===== config.mk =====
export PLATFORM = sky130hd
export DESIGN_NAME = spi_bus_arbiter
export DESIGN_NICKNAME = d
export VERILOG_FILES = /design/src/rtl/spi_bus_arbiter.sv
export SDC_FILE = /design/constraint.sdc
export NUM_CORES = 1
export LEC_CHECK = 0
export CAP_MARGIN = 20
export CORE_ASPECT_RATIO = 0.6
export CORE_MARGIN = 5
export CORE_UTILIZATION = 45
export DETAILED_ROUTE_END_ITERATION = 10
export PLACE_DENSITY = 0.71
export SETUP_SLACK_MARGIN = 0.15
export SLEW_MARGIN = 20
export SYNTH_ARGS = -nofsm -noshare
export SYNTH_HDL_FRONTEND = slang
export SYNTH_SLANG_ARGS = --single-unit

===== constraint.sdc =====
create_clock -name SClk -period 7.95 [get_ports SClk]
set_clock_uncertainty 0.15 [all_clocks]
set_input_delay 0.795 -clock SClk [delete_from_list [all_inputs] [get_ports SClk]]
set_output_delay 0.795 -clock SClk [all_outputs]
set_load 0.005 [all_outputs]

===== src/rtl/spi_bus_arbiter.sv =====
// spi_bus_arbiter: round-robin owner of the single SPI link to the MCU,
// with a chip-select gap between owners and a clock-stretch watchdog.
// Ports:
//   SClk, Reset (async, active-high), ClearErr
//   Req/ReqSel/ReqDo/ReqClkRunning/ReqClkStretch [NUM_REQ] client inputs
//   Grant [NUM_REQ] registered one-hot grant, Owner [3] current/last owner
//   SPIDo, SPIClkRunning, SPIClkStretch, nMCUSel muxed link outputs
//   TimeoutErr sticky watchdog flag
module spi_bus_arbiter #(
    parameter int NUM_REQ    = 2,
    parameter int GAP_CYCLES = 2,
    parameter int TIMEOUT    = 4096
) (
    input  logic               SClk,
    input  logic               Reset,
    input  logic [NUM_REQ-1:0] Req,
    output logic [NUM_REQ-1:0] Grant,
    input  logic [NUM_REQ-1:0] ReqSel,
    input  logic [NUM_REQ-1:0] ReqDo,
    input  logic [NUM_REQ-1:0] ReqClkRunning,
    input  logic [NUM_REQ-1:0] ReqClkStretch,
    output logic               SPIDo,
    output logic               SPIClkRunning,
    output logic               SPIClkStretch,
    output logic               nMCUSel,
    output logic [2:0]         Owner,
    output logic               TimeoutErr,
    input  logic               ClearErr
);

    localparam int GW = (GAP_CYCLES > 0) ? $clog2(GAP_CYCLES + 1) : 1;
    localparam int SW = (TIMEOUT > 0) ? $clog2(TIMEOUT + 1) : 1;
    localparam bit WD_EN = (TIMEOUT > 0);

    typedef enum logic [1:0] {
        S_IDLE  = 2'd0,
        S_OWNED = 2'd1,
        S_GAP   = 2'd2
    } state_t;

    state_t               r_state;
    state_t               w_next;
    logic [NUM_REQ-1:0]   r_grant;
    logic [2:0]           r_owner;
    logic [2:0]           r_last;
    logic [GW-1:0]        r_gap_cnt;
    logic [SW-1:0]        r_str_cnt;
    logic                 r_err;

    logic [2:0]           w_pick;
    logic                 w_req_own;
    logic                 w_sel_own;
    logic                 w_do_own;
    logic                 w_run_own;
    logic                 w_str_own;
    logic                 w_timeout;
    logic                 w_gap_done;

    // Round-robin pick: smallest distance past last owner, modulo NUM_REQ.
    always_comb begin : p_pick
        int v_best;
        int v_d;
        v_best = NUM_REQ;
        v_d    = 0;
        w_pick = r_last;
        for (int j = 0; j < NUM_REQ; j++) begin
            v_d = (j + 2 * NUM_REQ - int'(r_last) - 1) % NUM_REQ;
            if (Req[j] && (v_d < v_best)) begin
                v_best = v_d;
                w_pick = 3'(j);
            end
        end
    end

    // Owner-indexed view of the client signals.
    always_comb begin
        w_req_own = 1'b0;
        w_sel_own = 1'b0;
        w_do_own  = 1'b0;
        w_run_own = 1'b0;
        w_str_own = 1'b0;
        for (int j = 0; j < NUM_REQ; j++) begin
            if (r_owner == 3'(j)) begin
                w_req_own = Req[j];
                w_sel_own = ReqSel[j];
                w_do_own  = ReqDo[j];
                w_run_own = ReqClkRunning[j];
                w_str_own = ReqClkStretch[j];
            end
        end
    end

    // TIMEOUT-th consecutive stretch cycle: counter already holds TIMEOUT-1.
    assign w_timeout = WD_EN && (r_state == S_OWNED) && w_str_own &&
                       (r_str_cnt == SW'(TIMEOUT - 1));
    assign w_gap_done = (r_gap_cnt == GW'(GAP_CYCLES - 1));

    always_ff @(posedge SClk or posedge Reset) begin
        if (Reset) begin
            r_state <= S_IDLE;
        end else begin
            r_state <= w_next;
        end
    end

    always_comb begin
        w_next        = r_state;
        nMCUSel       = 1'b1;
        SPIDo         = 1'b0;
        SPIClkRunning = 1'b0;
        SPIClkStretch = 1'b0;
        unique case (r_state)
            S_IDLE: begin
                if (|Req) w_next = S_OWNED;
            end
            S_OWNED: begin
                nMCUSel       = ~w_sel_own;
                SPIDo         = w_do_own;
                SPIClkRunning = w_run_own;
                SPIClkStretch = w_str_own;
                if (w_timeout || !w_req_own) w_next = S_GAP;
            end
            S_GAP: begin
                if (w_gap_done) w_next = S_IDLE;
            end
            default: w_next = S_IDLE;
        endcase
    end

    always_ff @(posedge SClk or posedge Reset) begin
        if (Reset) begin
            r_grant   <= '0;
            r_owner   <= 3'(NUM_REQ - 1);
            r_last    <= 3'(NUM_REQ - 1);
            r_gap_cnt <= '0;
            r_str_cnt <= '0;
        end else begin
            unique case (r_state)
                S_IDLE: begin
                    r_str_cnt <= '0;
                    if (|Req) begin
                        r_owner <= w_pick;
                        r_last  <= w_pick;
                        r_grant <= NUM_REQ'(1) << w_pick;
                    end
                end
                S_OWNED: begin
                    if (w_timeout || !w_req_own) begin
                        r_grant   <= '0;
                        r_gap_cnt <= '0;
                    end
                    if (!w_str_own) begin
                        r_str_cnt <= '0;
                    end else if (r_str_cnt != SW'(TIMEOUT)) begin
                        r_str_cnt <= r_str_cnt + 1'b1;
                    end
                end
                S_GAP: begin
                    r_str_cnt <= '0;
                    if (!w_gap_done) r_gap_cnt <= r_gap_cnt + 1'b1;
                end
                default: ;
            endcase
        end
    end

    // Clear wins over a same-cycle watchdog fire.
    always_ff @(posedge SClk or posedge Reset) begin
        if (Reset) begin
            r_err <= 1'b0;
        end else if (ClearErr) begin
            r_err <= 1'b0;
        end else if (w_timeout) begin
            r_err <= 1'b1;
        end
    end

    assign Grant      = r_grant;
    assign Owner      = r_owner;
    assign TimeoutErr = r_err;

endmodule


==> flow_summary.toml <==
[power]
power_leakage_nw = 0.735
powerDensity_nw_per_um2 = 247
max-vdd-ir-drop_mv = 0.111

[sta]
slew-limit-headroom = 0.422
setup_tns_ns = 0
worstMarginPinSlew_ns = 0.866
fmax_ghz = 0.312
maxSlewViolCount = 0
min_period_ns = 3.20
setup_viol = 0
post-route-worst-setup-slack_ns = 4.75
hold_violations = 0
rsz0062_at_grt = "false"
post-route-period-util = 0.403

[global_routing]
antenna_found_initial = 0
grt-ovfl-total = 0
grt_first_pass_wirelength_mm = 6.07
grt_pass1_vias = 1291
grt_max_degree = 24
track_usage = 0.169

[logic_synthesis]
synthesis.nets = 191
synth-seq-cells = 23
synth_edf_count = 0
yosys_most_used_dff = "dfrtp_1"
syn_inst = 170
yosysSeqAreaShare = 0.387
async_reset_ff_frac = 1.00
synth_cell_types = 45
yosysWarnings = 0
avgSynthCellArea_um2 = 8.77
syn_area_um2 = 1490

[flow_run]
maxCapViolCount = 0

[floorplan]
rows = 16
fp.dieH_um = 54.6
initial_core_util = 0.463
coreArea_um2 = 3220
io_pins = 23
die_w_um = 84.3
die-area_um2 = 4600

[detailed_routing]
drt_pre_antenna_iters = 4
drc = 0
drtIter0Drc = 133
wl_per_cell_um = 14.9
viasPerCell = 5.69
vias = 1344
drtAntennaViolNets = 0
wl_mm = 3.51

[critical_path]
cpMaxStageDelayCell = "dfstp_2"
r2r_slack_ns = 4.78
r2r-start = "r_last[1]$_DFFE_PP0P_"
endpoint_kind = "primary output"
critPathArrivalTime_ns = 2.26
reg2reg_to = "r_last[2]$_DFFE_PP0P_"
critPathTopFamily = "flip-flops"
worst_setup_path_start_kind = "flop"
critPathBufInv = 1
critical_path_class = "flop to primary output"
critPathMaxFanout = 9
r2r.worst_path.cells = 9
max_stage_delay_ns = 0.61
required_ns = 7.01
worstPathCellList = "or3b_1 > a31oi_1 > nor2_1 > clkdlybuf4s50_1"

[final_layout]
drive_above_1_share = 0.0471
syn2layout_area_growth_pct = 19.2
nets = 213
diodes = 0

[clock_tree]
cts_resized = 0
h-tree-depth = 1
insertion_delay_ns = 0.26
postCtsSetupBuffers = 0
clock_sinks = 23
numCtsBuffers = 3
tritoncts = "yes"
cts.reportedPaths.clkPinSlew_ns = 0.07
cts_root_buf = "clkbuf_8"
hold_buffers = 0
clockBufferDepth = 2

[hold_path]
hold_start = "Grant[1]$_DFFE_PP0P_"
holdPathEnd = "Grant[1]$_DFFE_PP0P_"
hold_depth = 1
hp-class = "flop to flop"

[placed_design]
place_hpwl_mm = 2.64
dp_slack_ns = 4.75
gp_congestion = 0.829
port_buffers = 22

[run_status]
outcome = "completed"
==> power breakdown <==
group          internal [W]  total [W]  leakage [nW]  switching, W
sequential         0.000137   0.000167         0.310     0.0000298
clock             0.0000357  0.0000705        0.0228     0.0000348
combinational     0.0000903   0.000201         0.402      0.000111
total              0.000263   0.000438         0.735      0.000176
==> routing by layer <==
| layer | part of all wire | vias up | global-route usage |
|---|---|---|---|
| met5 | 0 | - | 0 |
| met4 | 0.0097 | 0 | 0.0401 |
| met3 | 0.057 | 4 | 0.0391 |
| met2 | 0.42 | 39 | 0.262 |
| met1 | 0.51 | 639 | 0.242 |
| li1 | - | 662 | - |
==> registers in the layout (all words and copies together), names as in the netlist <==
signal	flops
r_str_cnt	13
r_gap_cnt	2
TimeoutErr	1
Grant	2
r_last	3
r_state	2
==> cell families (layout without fill, tap and decap cells) <==
family / Yosys count / after routing / synth area share
AO/OA/AOI/OAI: 43 / 43 / 0.199
XOR/XNOR: 5 / 5 / 0.0294
adder cells (fa/ha/maj): 8 / 8 / 0.0671
buffers and inverters: 17 / 38 / 0.0537
flip-flops: 23 / 23 / 0.387
multiplexers: 1 / 1 / 0.00671
AND/OR/NAND/NOR: 73 / 73 / 0.258
==> worst register-to-register path: cells and delay by family (launching register included) <==
kind | cells | cell delay, ns
AO/OA/AOI/OAI | 4 | 1.19
adder cells (fa/ha/maj) | 2 | 0.62
buffers and inverters | 1 | 0.12
flip-flops | 1 | 0.50
AND/OR/NAND/NOR | 2 | 0.48
==> cell usage in the layout, fill, tap and decap left out, drive strengths merged, types with 6 or more instances in the layout <==
cell / instances
or3: 6
inv: 12
ha: 8
nor3: 6
clkdlybuf4s50: 22
nor2: 18
nand2: 12
o21ai: 13
nand3: 10
dfrtp: 22
a21oi: 10
==> cell usage after synthesis (all sizes together) (4+ instances only) <==
cell,instances,area share
xor2,4,0.023
nand2,12,0.030
a21oi,10,0.034
dfrtp,22,0.37
nand3,10,0.034
inv,12,0.030
nor3,6,0.023
ha,8,0.067
nor2,18,0.045
o21ai,13,0.044
or3,6,0.025
==> final cells by class <==
cell class | count | area [µm²]
fillers | 284 | 1450
clock buffers | 4 | 45.0
inverters | 12 | 45.0
multi-input cells | 130 | 835
well taps | 45 | 56.3
repair buffers | 22 | 220
flip-flops and latches | 23 | 577
==> worst max path at each step <==
stage | startpoint | to | slack (ns) | cells after the start
after floorplan | r_last[1]$_DFFE_PP0P_ | r_last[1]$_DFFE_PP0P_ | 5.25 | 9
after global placement | ReqClkStretch[1] | SPIClkStretch | 4.77 | 5
after detailed placement | ReqClkStretch[1] | SPIClkStretch | 4.75 | 5
after CTS | r_last[0]$_DFFE_PP1P_ | SPIClkStretch | 4.75 | 4
after global routing | r_last[1]$_DFFE_PP0P_ | r_last[2]$_DFFE_PP0P_ | 4.56 | 9
final | r_last[0]$_DFFE_PP1P_ | SPIClkStretch | 4.75 | 4
==> per-stage QoR <==
stage               hold WS [ns]  total power (W)  area, µm²  std cells   util
floorplan                  0.336         0.000309       1490        170      -
global placement           0.344         0.000361       1730        232  0.538
detailed placement         0.353         0.000367       1730        232  0.538
CTS                        0.370         0.000438       1780        236  0.552
global route               0.386         0.000475       1780        236  0.552
finish                     0.371         0.000438       1780        236  0.552
Note: power is estimated with default switching activity, not from simulation.
